===== config.mk =====
export PLATFORM = sky130hd
export DESIGN_NAME = uart_boot_loader
export DESIGN_NICKNAME = d
export VERILOG_FILES = /design/src/rtl/uart_boot_loader.sv
export SDC_FILE = /design/constraint.sdc
export NUM_CORES = 1
export LEC_CHECK = 0
export BUFFER_PORTS_ARGS = -buffer_cell sky130_fd_sc_hd__buf_2
export CAP_MARGIN = 30
export CORE_MARGIN = 4
export CORE_UTILIZATION = 30
export DETAILED_ROUTE_END_ITERATION = 10
export PLACE_DENSITY_LB_ADDON = 0.12
export SYNTH_ARGS = -nofsm -noshare
export SYNTH_HDL_FRONTEND = slang
export SYNTH_SLANG_ARGS = --single-unit

===== constraint.sdc =====
create_clock -name clk -period 3.3 [get_ports clk]
set_input_delay 0.66 -clock clk [delete_from_list [all_inputs] [get_ports clk]]
set_output_delay 0.66 -clock clk [all_outputs]
set_load 0.05 [all_outputs]

===== src/rtl/uart_boot_loader.sv =====
// uart_boot_loader
//   Turns the UART RX byte stream into 32-bit instruction-memory writes and
//   holds the CPU core in reset until a full image of WORD_COUNT words has
//   been written. A gap of TIMEOUT_CYCLES between bytes mid-image abandons
//   the partial image; boot_req in DONE re-arms the loader.
//
// Ports
//   clk, rst_n        system clock, asynchronous active-low reset
//   rx_data/rx_valid  received byte and its one-cycle strobe
//   boot_req          one-cycle reboot request (acted on only in DONE)
//   mem_we/mem_addr/mem_wdata  instruction memory write port (registered)
//   loader_owns_mem   1 = loader drives the memory port, 0 = core does
//   cpu_rst_n         active-low reset to the core
//   boot_done         image complete, core released
//   timeout_err       one-cycle pulse when a partial image is abandoned
//   fsm_state         current state (0 IDLE, 1 LOAD, 2 DONE) for observation
//
// Handshake: rx_valid is a strobe with no back-pressure; every byte strobed
// in IDLE or LOAD is consumed in that cycle, one byte per cycle max.
module uart_boot_loader #(
    parameter int WORD_COUNT     = 13,
    parameter int ADDR_W         = 4,
    parameter int TIMEOUT_CYCLES = 500000
) (
    input  logic              clk,
    input  logic              rst_n,
    input  logic [7:0]        rx_data,
    input  logic              rx_valid,
    input  logic              boot_req,
    output logic              mem_we,
    output logic [ADDR_W-1:0] mem_addr,
    output logic [31:0]       mem_wdata,
    output logic              loader_owns_mem,
    output logic              cpu_rst_n,
    output logic              boot_done,
    output logic              timeout_err,
    output logic [1:0]        fsm_state
);

    typedef enum logic [1:0] {
        IDLE = 2'd0,
        LOAD = 2'd1,
        DONE = 2'd2
    } state_t;

    localparam int GAP_W = $clog2(TIMEOUT_CYCLES + 1);
    localparam logic [GAP_W-1:0]  GAP_MAX = GAP_W'(TIMEOUT_CYCLES);
    localparam logic [ADDR_W:0]   IDX_END = (ADDR_W + 1)'(WORD_COUNT);

    state_t            state;
    logic [1:0]        lane;
    logic [23:0]       hold;
    logic [ADDR_W:0]   word_idx;
    logic [GAP_W-1:0]  gap;
    logic              take;

    assign fsm_state = state;

    // A byte is consumed in IDLE, or in LOAD while the image is not yet
    // complete (word_idx reaches IDX_END only during the final mem_we cycle,
    // and bytes in that cycle are dropped since the core is about to run).
    always_comb begin
        take = 1'b0;
        if (rx_valid) begin
            if (state == IDLE)
                take = 1'b1;
            else if (state == LOAD && word_idx != IDX_END)
                take = 1'b1;
        end
    end

    always_ff @(posedge clk or negedge rst_n) begin
        if (!rst_n) begin
            state           <= IDLE;
            lane            <= '0;
            hold            <= '0;
            word_idx        <= '0;
            gap             <= '0;
            mem_we          <= 1'b0;
            mem_addr        <= '0;
            mem_wdata       <= '0;
            loader_owns_mem <= 1'b1;
            cpu_rst_n       <= 1'b0;
            boot_done       <= 1'b0;
            timeout_err     <= 1'b0;
        end else begin
            mem_we      <= 1'b0;
            timeout_err <= 1'b0;

            case (state)
                IDLE: begin
                    gap <= '0;
                    if (rx_valid)
                        state <= LOAD;
                end
                LOAD: begin
                    if (word_idx == IDX_END) begin
                        // Cycle after the last write: hand the port to the core.
                        state           <= DONE;
                        gap             <= '0;
                        loader_owns_mem <= 1'b0;
                        cpu_rst_n       <= 1'b1;
                        boot_done       <= 1'b1;
                    end else if (rx_valid) begin
                        // A byte on the boundary cycle beats the timeout.
                        gap <= '0;
                    end else if (gap == GAP_MAX) begin
                        state       <= IDLE;
                        timeout_err <= 1'b1;
                        lane        <= '0;
                        hold        <= '0;
                        word_idx    <= '0;
                        gap         <= '0;
                    end else begin
                        gap <= gap + 1'b1;
                    end
                end
                DONE: begin
                    if (boot_req) begin
                        state           <= IDLE;
                        lane            <= '0;
                        hold            <= '0;
                        word_idx        <= '0;
                        gap             <= '0;
                        loader_owns_mem <= 1'b1;
                        cpu_rst_n       <= 1'b0;
                        boot_done       <= 1'b0;
                    end
                end
                default: state <= IDLE;
            endcase

            // Byte assembly, LSB first. Mutually exclusive with the timeout
            // and reboot clears above, which only fire without a taken byte.
            if (take) begin
                if (lane == 2'd3) begin
                    mem_we    <= 1'b1;
                    mem_addr  <= word_idx[ADDR_W-1:0];
                    mem_wdata <= {rx_data, hold};
                    word_idx  <= word_idx + 1'b1;
                end else begin
                    hold[8*lane +: 8] <= rx_data;
                end
                lane <= lane + 2'd1;
            end
        end
    end

endmodule


==> results of run 1 <==
[cell type report]
cell class                 instances  share of cell area
tap                              176              0.0442
sequential                        92               0.462
timing repair buffer              63              0.0682
clock buffer                       9              0.0452
inverter                          11             0.00828
clock inverter                     7              0.0216
multi-input combinational        297               0.351
[worst max-delay path by stage]
stage	endpoint	cells after the start
2_1_floorplan	mem_wdata[10]	8
3_3_place_gp	hold[6]	7
3_5_place_dp	hold[2]	7
4_1_cts	hold[2]	7
5_1_grt	hold[5]	7
6_report	hold[2]	7
[power by group through the flow]
stage               Sequential (W)  Clock [W]  Combinational (W)
global placement           0.00154          0            0.00157
CTS                        0.00153    0.00119            0.00158
detailed placement         0.00155          0            0.00158
finish                     0.00152    0.00115            0.00155
floorplan                  0.00206          0           0.000656
global route               0.00156    0.00123            0.00170
[stage by stage]
stage               std cells   util  setup WS, ns  instance area (um2)
detailed placement        639  0.347         0.680                 4650
finish                    655  0.372         0.623                 4990
global route              655  0.372         0.410                 4990
floorplan                 416      -         0.866                 4160
global placement          639  0.347         0.728                 4650
CTS                       655  0.372         0.663                 4990
[per-layer routing]
layer	routed length (um)	global-route usage	share of wire
met5	0	0	0
met1	4570	0.169	0.46
met3	511	0.0411	0.051
met2	4730	0.210	0.47
met4	142	0.0442	0.014
[sequential cells by signal, summed over array words and instances (netlist names), 2 cells and up]
| name | count |
|---|---|
| mem_wdata | 32 |
| hold | 24 |
| gap | 19 |
| word_idx | 5 |
| mem_addr | 4 |
| fsm_state | 2 |
| lane | 2 |
[placed cells by master (no fill, tap or decap), types with 3 or more instances in the layout]
cell       Yosys  layout
clkbuf_16      0       9
nor4_1         8       8
xnor2_1       10      10
a32o_1        24      24
xor2_1         4       4
nor2_1        21      21
and3_1         7       7
o21ai_0        9       9
nand2_1      126     126
nand3b_1       3       3
buf_2          0      53
ha_1          12      12
buf_4          1      10
a21oi_1        6       5
nor3_1         9       9
and2_1         4       4
inv_1         11      11
nand2b_1       4       4
nand3_1       13      13
o31ai_1        3       3
dfrtp_1       91      91
nand4_1        3       3
[worst register-to-register path, stage by stage (launching register included)]
cell	delay [ns]
dfrtp_1	0.40
inv_1	0.10
ha_1	0.42
nand2_1	0.12
o21ai_2	0.26
nand3b_1	0.33
nor4b_2	0.78
a32o_1	0.21
[cell families after synthesis]
family          share of synthesized area
compound gates                      0.111
xor+xnor                           0.0295
fa+ha+maj                          0.0361
buf+inv                            0.0289
flops                               0.554
mux                               0.00271
simple gates                        0.238
==> key figures, run 1 <==
Global routing
  • Vias in the first global route: 3,267
  • First-pass GRT wire length: 16,900 um
  • Total GRT Usage: 0.131
  • Largest net degree at the start of global routing: 56
  • Gr ovfl total: 0
  • Initial antenna violation count: 0

Clocking
  • TritonCTS clock tree: done
  • Skew-Pair Late Insertion Delay: 0.35 ns
  • Clock transition at the registers of the reported paths: 0.07 ns
  • Postcts setup bufs: 0
  • Num Clock Sinks: 92
  • Post_cts resized: 0
  • Max Buffers Root-to-Sink: 2
  • Root Driver: clkbuf_16
  • Inserted Clock Buffers: 9
  • H-tree depth: 3
  • Post-CTS Hold Buffers: 0

Power and ir drop
  • P_int: 0.00245 W
  • Sw power: 0.00178 W
  • Clk pwr share: 0.272
  • LEAKAGE: 2.48 nW
  • Max IR drop VDD: 0.000253 V
  • PwrDens: 847 nW/um2
  • Combinational group share of total power: 0.367
  • Power Total: 0.00422 W
  • Seq pwr share: 0.361
  • Sw Share: 0.421

STA
  • Final setup fails: 0
  • Clk_skew: 0.00880 ns
  • Final Cycle Share: 0.811
  • Final hold vios: 0
  • Worst slew pin tran: 0.771 ns
  • Worst hold margin: 0.359 ns
  • RSZ-0062 raised after global routing: false
  • Fin Setup TNS: 0 ns
  • Final Max Tran Viols: 0
  • Fmax: 0.374 GHz
  • Post-layout min period: 2.68 ns
  • Max_slew headroom: 0.485

Worst hold path
  • Worst Hold Class: primary input to async pin

Floorplanning
  • Io pins: 55
  • Row count: 42
  • Die outline height: 126 um
  • CORE AREA: 13,400 um2
  • Initial core utilization: 0.311
  • Die Wd: 126 um
  • Area of the die: 15,800 um2

Critical path
  • Req. time, crit path: 3.59 ns
  • Critical Path Source: fsm_state[1]
  • Slowest-stage cell, CP: nor4b_2
  • Crit Path Max Fanout: 13
  • Worst Path Class, Setup: register to register
  • Worst Path Buf+Inv: 1
  • Crit start category: register
  • FF-to-FF End: hold[2]
  • R2R setup slack: 0.62 ns
  • Critical-path cell list: inv_1, ha_1, nand2_1, o21ai_2, nand3b_1, nor4b_2, a32o_1
  • Worst-case reg-to-reg path depth: 7
  • WP data arrival: 2.97 ns
  • Kind of cell adding the most delay to the critical path: simple AND/OR/NAND/NOR gates
  • Worst R2R Start: fsm_state[1]
  • Critical path endpoint category: register
  • Slowest stage delay, CP: 0.78 ns

Logic synthesis
  • Seq/Total Area, Yosys: 0.554
  • Synth async-reset ratio: 1.00
  • Share of the synthesized area in the top cell type: 0.547
  • Number of flops mapped to enable cells by yosys: 0
  • Ys flop type: dfrtp_1
  • Synth warn: 0
  • Post-Syn Area: 4160 um2
  • Dominant cells by area after synthesis: dfrtp_1 (55%), nand2_1 (11%), a32o_1 (5.8%), ha_1 (3.6%), xnor2_1 (2.1%)
  • Synth Area per Inst: 10.0 um2
  • Post-synth net total: 440
  • Most common cell in the netlist: nand2_1
  • Post-synth top area cell: dfrtp_1
  • #FFs+latches synth: 92
  • Yosys cell types: 47
  • Post-Synthesis Cells: 416
  • Top cells by count, synth: nand2_1 (126), dfrtp_1 (91), a32o_1 (24), nor2_1 (21), nand3_1 (13)

Route
  • Vias per cell: 4.90
  • Via count: 3,209
  • Number of iterations in the first detailed-routing pass: 5
  • Initial DRC Count: 182
  • Routed WL per cell: 15.2 um
  • Post-DRT Antenna Nets: 0
  • DRC viols: 0
  • WL final: 9960 um

Cells and area
  • Area Overhead vs Synth: 19.8%
  • Number of fill cells in the layout: 1,401
  • Share of layout cells above drive strength 1: 0.184
  • Multi-input gate area: 1750 um2
  • Diodes inserted: 0
  • Register area: 2300 um2
  • Net count, final: 498

Place
  • Final HPWL DP: 7120 um
  • GP Congestion: 0.824
  • Port bufs: 54

Run
  • Max cap viols: 0

Run status
  • Status: finished clean
Note: power is estimated with default switching activity, not from simulation.
==> inputs of run 2 (changes only) <==
==> constraint.sdc (replaced) <==
create_clock -name clk -period 2.4 [get_ports clk]
set_input_delay 0.48 -clock clk [delete_from_list [all_inputs] [get_ports clk]]
set_output_delay 0.48 -clock clk [all_outputs]
set_load 0.05 [all_outputs]
==> run 2 against run 1 <==
Register-to-register slack lost 0.52 ns; combinational power grew 48%; setup slack lost 0.52 ns; sequential share of layout area shrank 1.4 points; final cell count grew 3.1%; worst hold slack lost 0.31 ns; die area is the same; via count grew 1.8%; clock power grew 28%; fmax grew 16%; wire length grew 4.1%; clock skew is essentially flat.
==> key figures, run 2 (synthesized netlist as in run 1, its figures left out) <==
Run status
  • Status: finished clean

Global routing
  • Largest net degree at the start of global routing: 48 (-14%)
  • Grt peak-use layer: met2
  • Total GRT Usage: 0.133 (+0.00190)
  • Vias in the first global route: 3,248 (-0.58%)
  • Gr ovfl total: 0 (unchanged)
  • GR Layer Usage met1: 0.175 (+0.00611)
  • Met3 Use GR: 0.0415 (+0.000423)
  • Initial antenna violation count: 0 (unchanged)
  • GR Util met2: 0.211 (+0.000315)
  • First-pass GRT wire length: 16,900 um (unchanged)

Cells and area
  • Commonest non-fill, non-tap cell in the layout: nand2_1
  • Area Overhead vs Synth: 23.8%
  • Share of layout cells above drive strength 1: 0.222 (+0.0387)
  • Net count, final: 518 (+4.0%)
  • Reg with most FFs: mem_wdata
  • Biggest regs: mem_wdata (32), hold (24), gap (19)
  • Diodes inserted: 0 (unchanged)
  • Finished Cell Area: 5150 um2 (+3.3%)
  • Post-Layout Cell Count: 675 (+3.1%)
  • Layout Utilization: 0.384 (+0.0121)
  • Most frequent cells in the layout: nand2_1 (126), dfrtp_1 (90), buf_2 (53), buf_4 (27), a32o_1 (24)
  • Largest register FFs: 32 (unchanged)

Clocking
  • Skew-Pair Late Insertion Delay: 0.35 ns (about the same)
  • Postcts setup bufs: 0 (unchanged)
  • Post_cts resized: 0 (unchanged)
  • Clock transition at the registers of the reported paths: 0.07 ns (about the same)
  • Root Driver: clkbuf_16
  • Max Buffers Root-to-Sink: 2 (unchanged)
  • TritonCTS clock tree: done
  • Num Clock Sinks: 92 (unchanged)
  • Inserted Clock Buffers: 9 (unchanged)
  • Post-CTS Hold Buffers: 0 (unchanged)
  • H-tree depth: 3 (unchanged)

Place
  • Final HPWL DP: 7160 um (+0.64%)
  • GP Congestion: 0.788 (-4.4%)
  • Dpl cell area: 4800 um2 (+3.2%)
  • Cells after DPL: 657 (+2.8%)
  • Port bufs: 54 (unchanged)

Critical path
  • Worst R2R Start: gap[16]
  • Critical-path cell list: nand3_1, or4b_4, or3_4, a211o_4, a32o_1
  • Req. time, crit path: 2.64 ns (-0.95 ns)
  • R2R setup slack: 0.10 ns (-0.52 ns)
  • Worst-case reg-to-reg path depth: 5 (-2)
  • Crit start category: register
  • Slowest-stage cell, CP: or4b_4
  • Crit path depth: 5 (-2)
  • Kind of cell adding the most delay to the critical path: simple AND/OR/NAND/NOR gates
  • CP endpoint: hold[16]
  • Critical path endpoint category: register
  • Worst Path Buf+Inv: 0 (-1)
  • Critical Path Source: gap[16]
  • Crit Path Max Fanout: 12 (-1)
  • Worst Path Class, Setup: register to register
  • Slowest stage delay, CP: 0.54 ns (-0.24 ns)
  • FF-to-FF End: hold[16]
  • WP data arrival: 2.54 ns (-0.43 ns)

STA
  • Worst slew pin tran: 0.374 ns (-0.397 ns)
  • Final setup fails: 0 (unchanged)
  • Post-layout min period: 2.30 ns (-0.378 ns)
  • Clk_skew: 0.00866 ns (-0.000137 ns)
  • Final hold vios: 0 (unchanged)
  • Final Max Tran Viols: 0 (unchanged)
  • Worst hold margin: 0.0443 ns (-0.314 ns)
  • RSZ-0062 raised after global routing: false
  • Fmax: 0.435 GHz (+16%)
  • Fin Setup TNS: 0 ns (unchanged)
  • Final Cycle Share: 0.958 (+0.147)
  • Max_slew headroom: 0.751 (+0.266)

Floorplanning
  • Area of the die: 15,800 um2 (unchanged)
  • Row count: 42 (unchanged)
  • Die outline height: 126 um (unchanged)
  • CORE AREA: 13,400 um2 (unchanged)
  • Die Wd: 126 um (unchanged)
  • Initial core utilization: 0.311 (unchanged)
  • Io pins: 55 (unchanged)

Route
  • Via count: 3,268 (+1.8%)
  • Vias per cell: 4.84 (-1.2%)
  • Post-DRT Antenna Nets: 0 (unchanged)
  • WL final: 10,400 um (+4.1%)
  • DRC viols: 0 (unchanged)
  • Initial DRC Count: 240 (+32%)
  • Routed WL per cell: 15.4 um (+0.98%)
  • Number of iterations in the first detailed-routing pass: 4 (-1)

Power and ir drop
  • Seq pwr share: 0.357 (-0.004)
  • P_int: 0.00337 W (+38%)
  • Combinational group share of total power: 0.391 (+0.024)
  • PwrDens: 1140 nW/um2 (+34%)
  • Sw power: 0.00248 W (+39%)
  • LEAKAGE: 2.57 nW (+3.5%)
  • Clk pwr share: 0.251 (-0.021)
  • Sw Share: 0.423 (+0.00233)
  • Max IR drop VDD: 0.000479 V (+89%)

Run
  • Max cap viols: 0 (unchanged)

Worst hold path
  • Worst Hold Class: primary input to async pin
-- run 2: cell count changes in the layout (fill, tap and decap cells not counted), sizes merged --
cell,previous run,this run
a211o,3,5
bufinv,2,1
clkinv,3,2
clkinvlp,0,1
buf,63,81
clkbuf,9,10
-- run 2: area by class of cell --
cell class                 count  area (um2)
clock buffer                  10         239
sequential                    92        2300
multi-input combinational    299        1790
fill                        1378        8250
inverter                      11        41.3
clock inverter                 6        71.3
tap                          176         220
timing repair buffer          81         488
-- run 2: metrics by stage --
stage	setup WS [ns]	power (W)
6_report	0.102	0.00585
3_3_place_gp	0.0867	0.00437
5_1_grt	0.00296	0.00622
2_1_floorplan	0.0128	0.00374
3_5_place_dp	0.0645	0.00438
4_1_cts	0.0535	0.00589
-- run 2: power groups by stage --
| stage | Combinational [W] | Sequential (W) | Clock (W) |
|---|---|---|---|
| 2_1_floorplan | 0.000902 | 0.00284 | 0 |
| 3_3_place_gp | 0.00225 | 0.00211 | 0 |
| 3_5_place_dp | 0.00226 | 0.00212 | 0 |
| 4_1_cts | 0.00226 | 0.00210 | 0.00153 |
| 5_1_grt | 0.00249 | 0.00214 | 0.00160 |
| 6_report | 0.00229 | 0.00209 | 0.00147 |
-- run 2: how the worst min path moves through the flow --
stage	from	endpoint	slack, ns	cells past startpoint
floorplan	rst_n	boot_done	0.18	0
global placement	rst_n	hold[20]	0.42	1
global route	rst_n	mem_we	0.06	1
finish	rst_n	hold[20]	0.04	1
CTS	rst_n	mem_wdata[15]	0.05	1
detailed placement	rst_n	hold[20]	0.43	1
-- run 2: metal layers --
| metal | wire [um] | part of all wire | vias up |
|---|---|---|---|
| li1 | - | - | 1609 |
| met1 | 5010 | 0.48 | 1600 |
| met2 | 4790 | 0.46 | 54 |
| met3 | 452 | 0.044 | 5 |
| met4 | 105 | 0.010 | 0 |
| met5 | 0 | 0 | - |
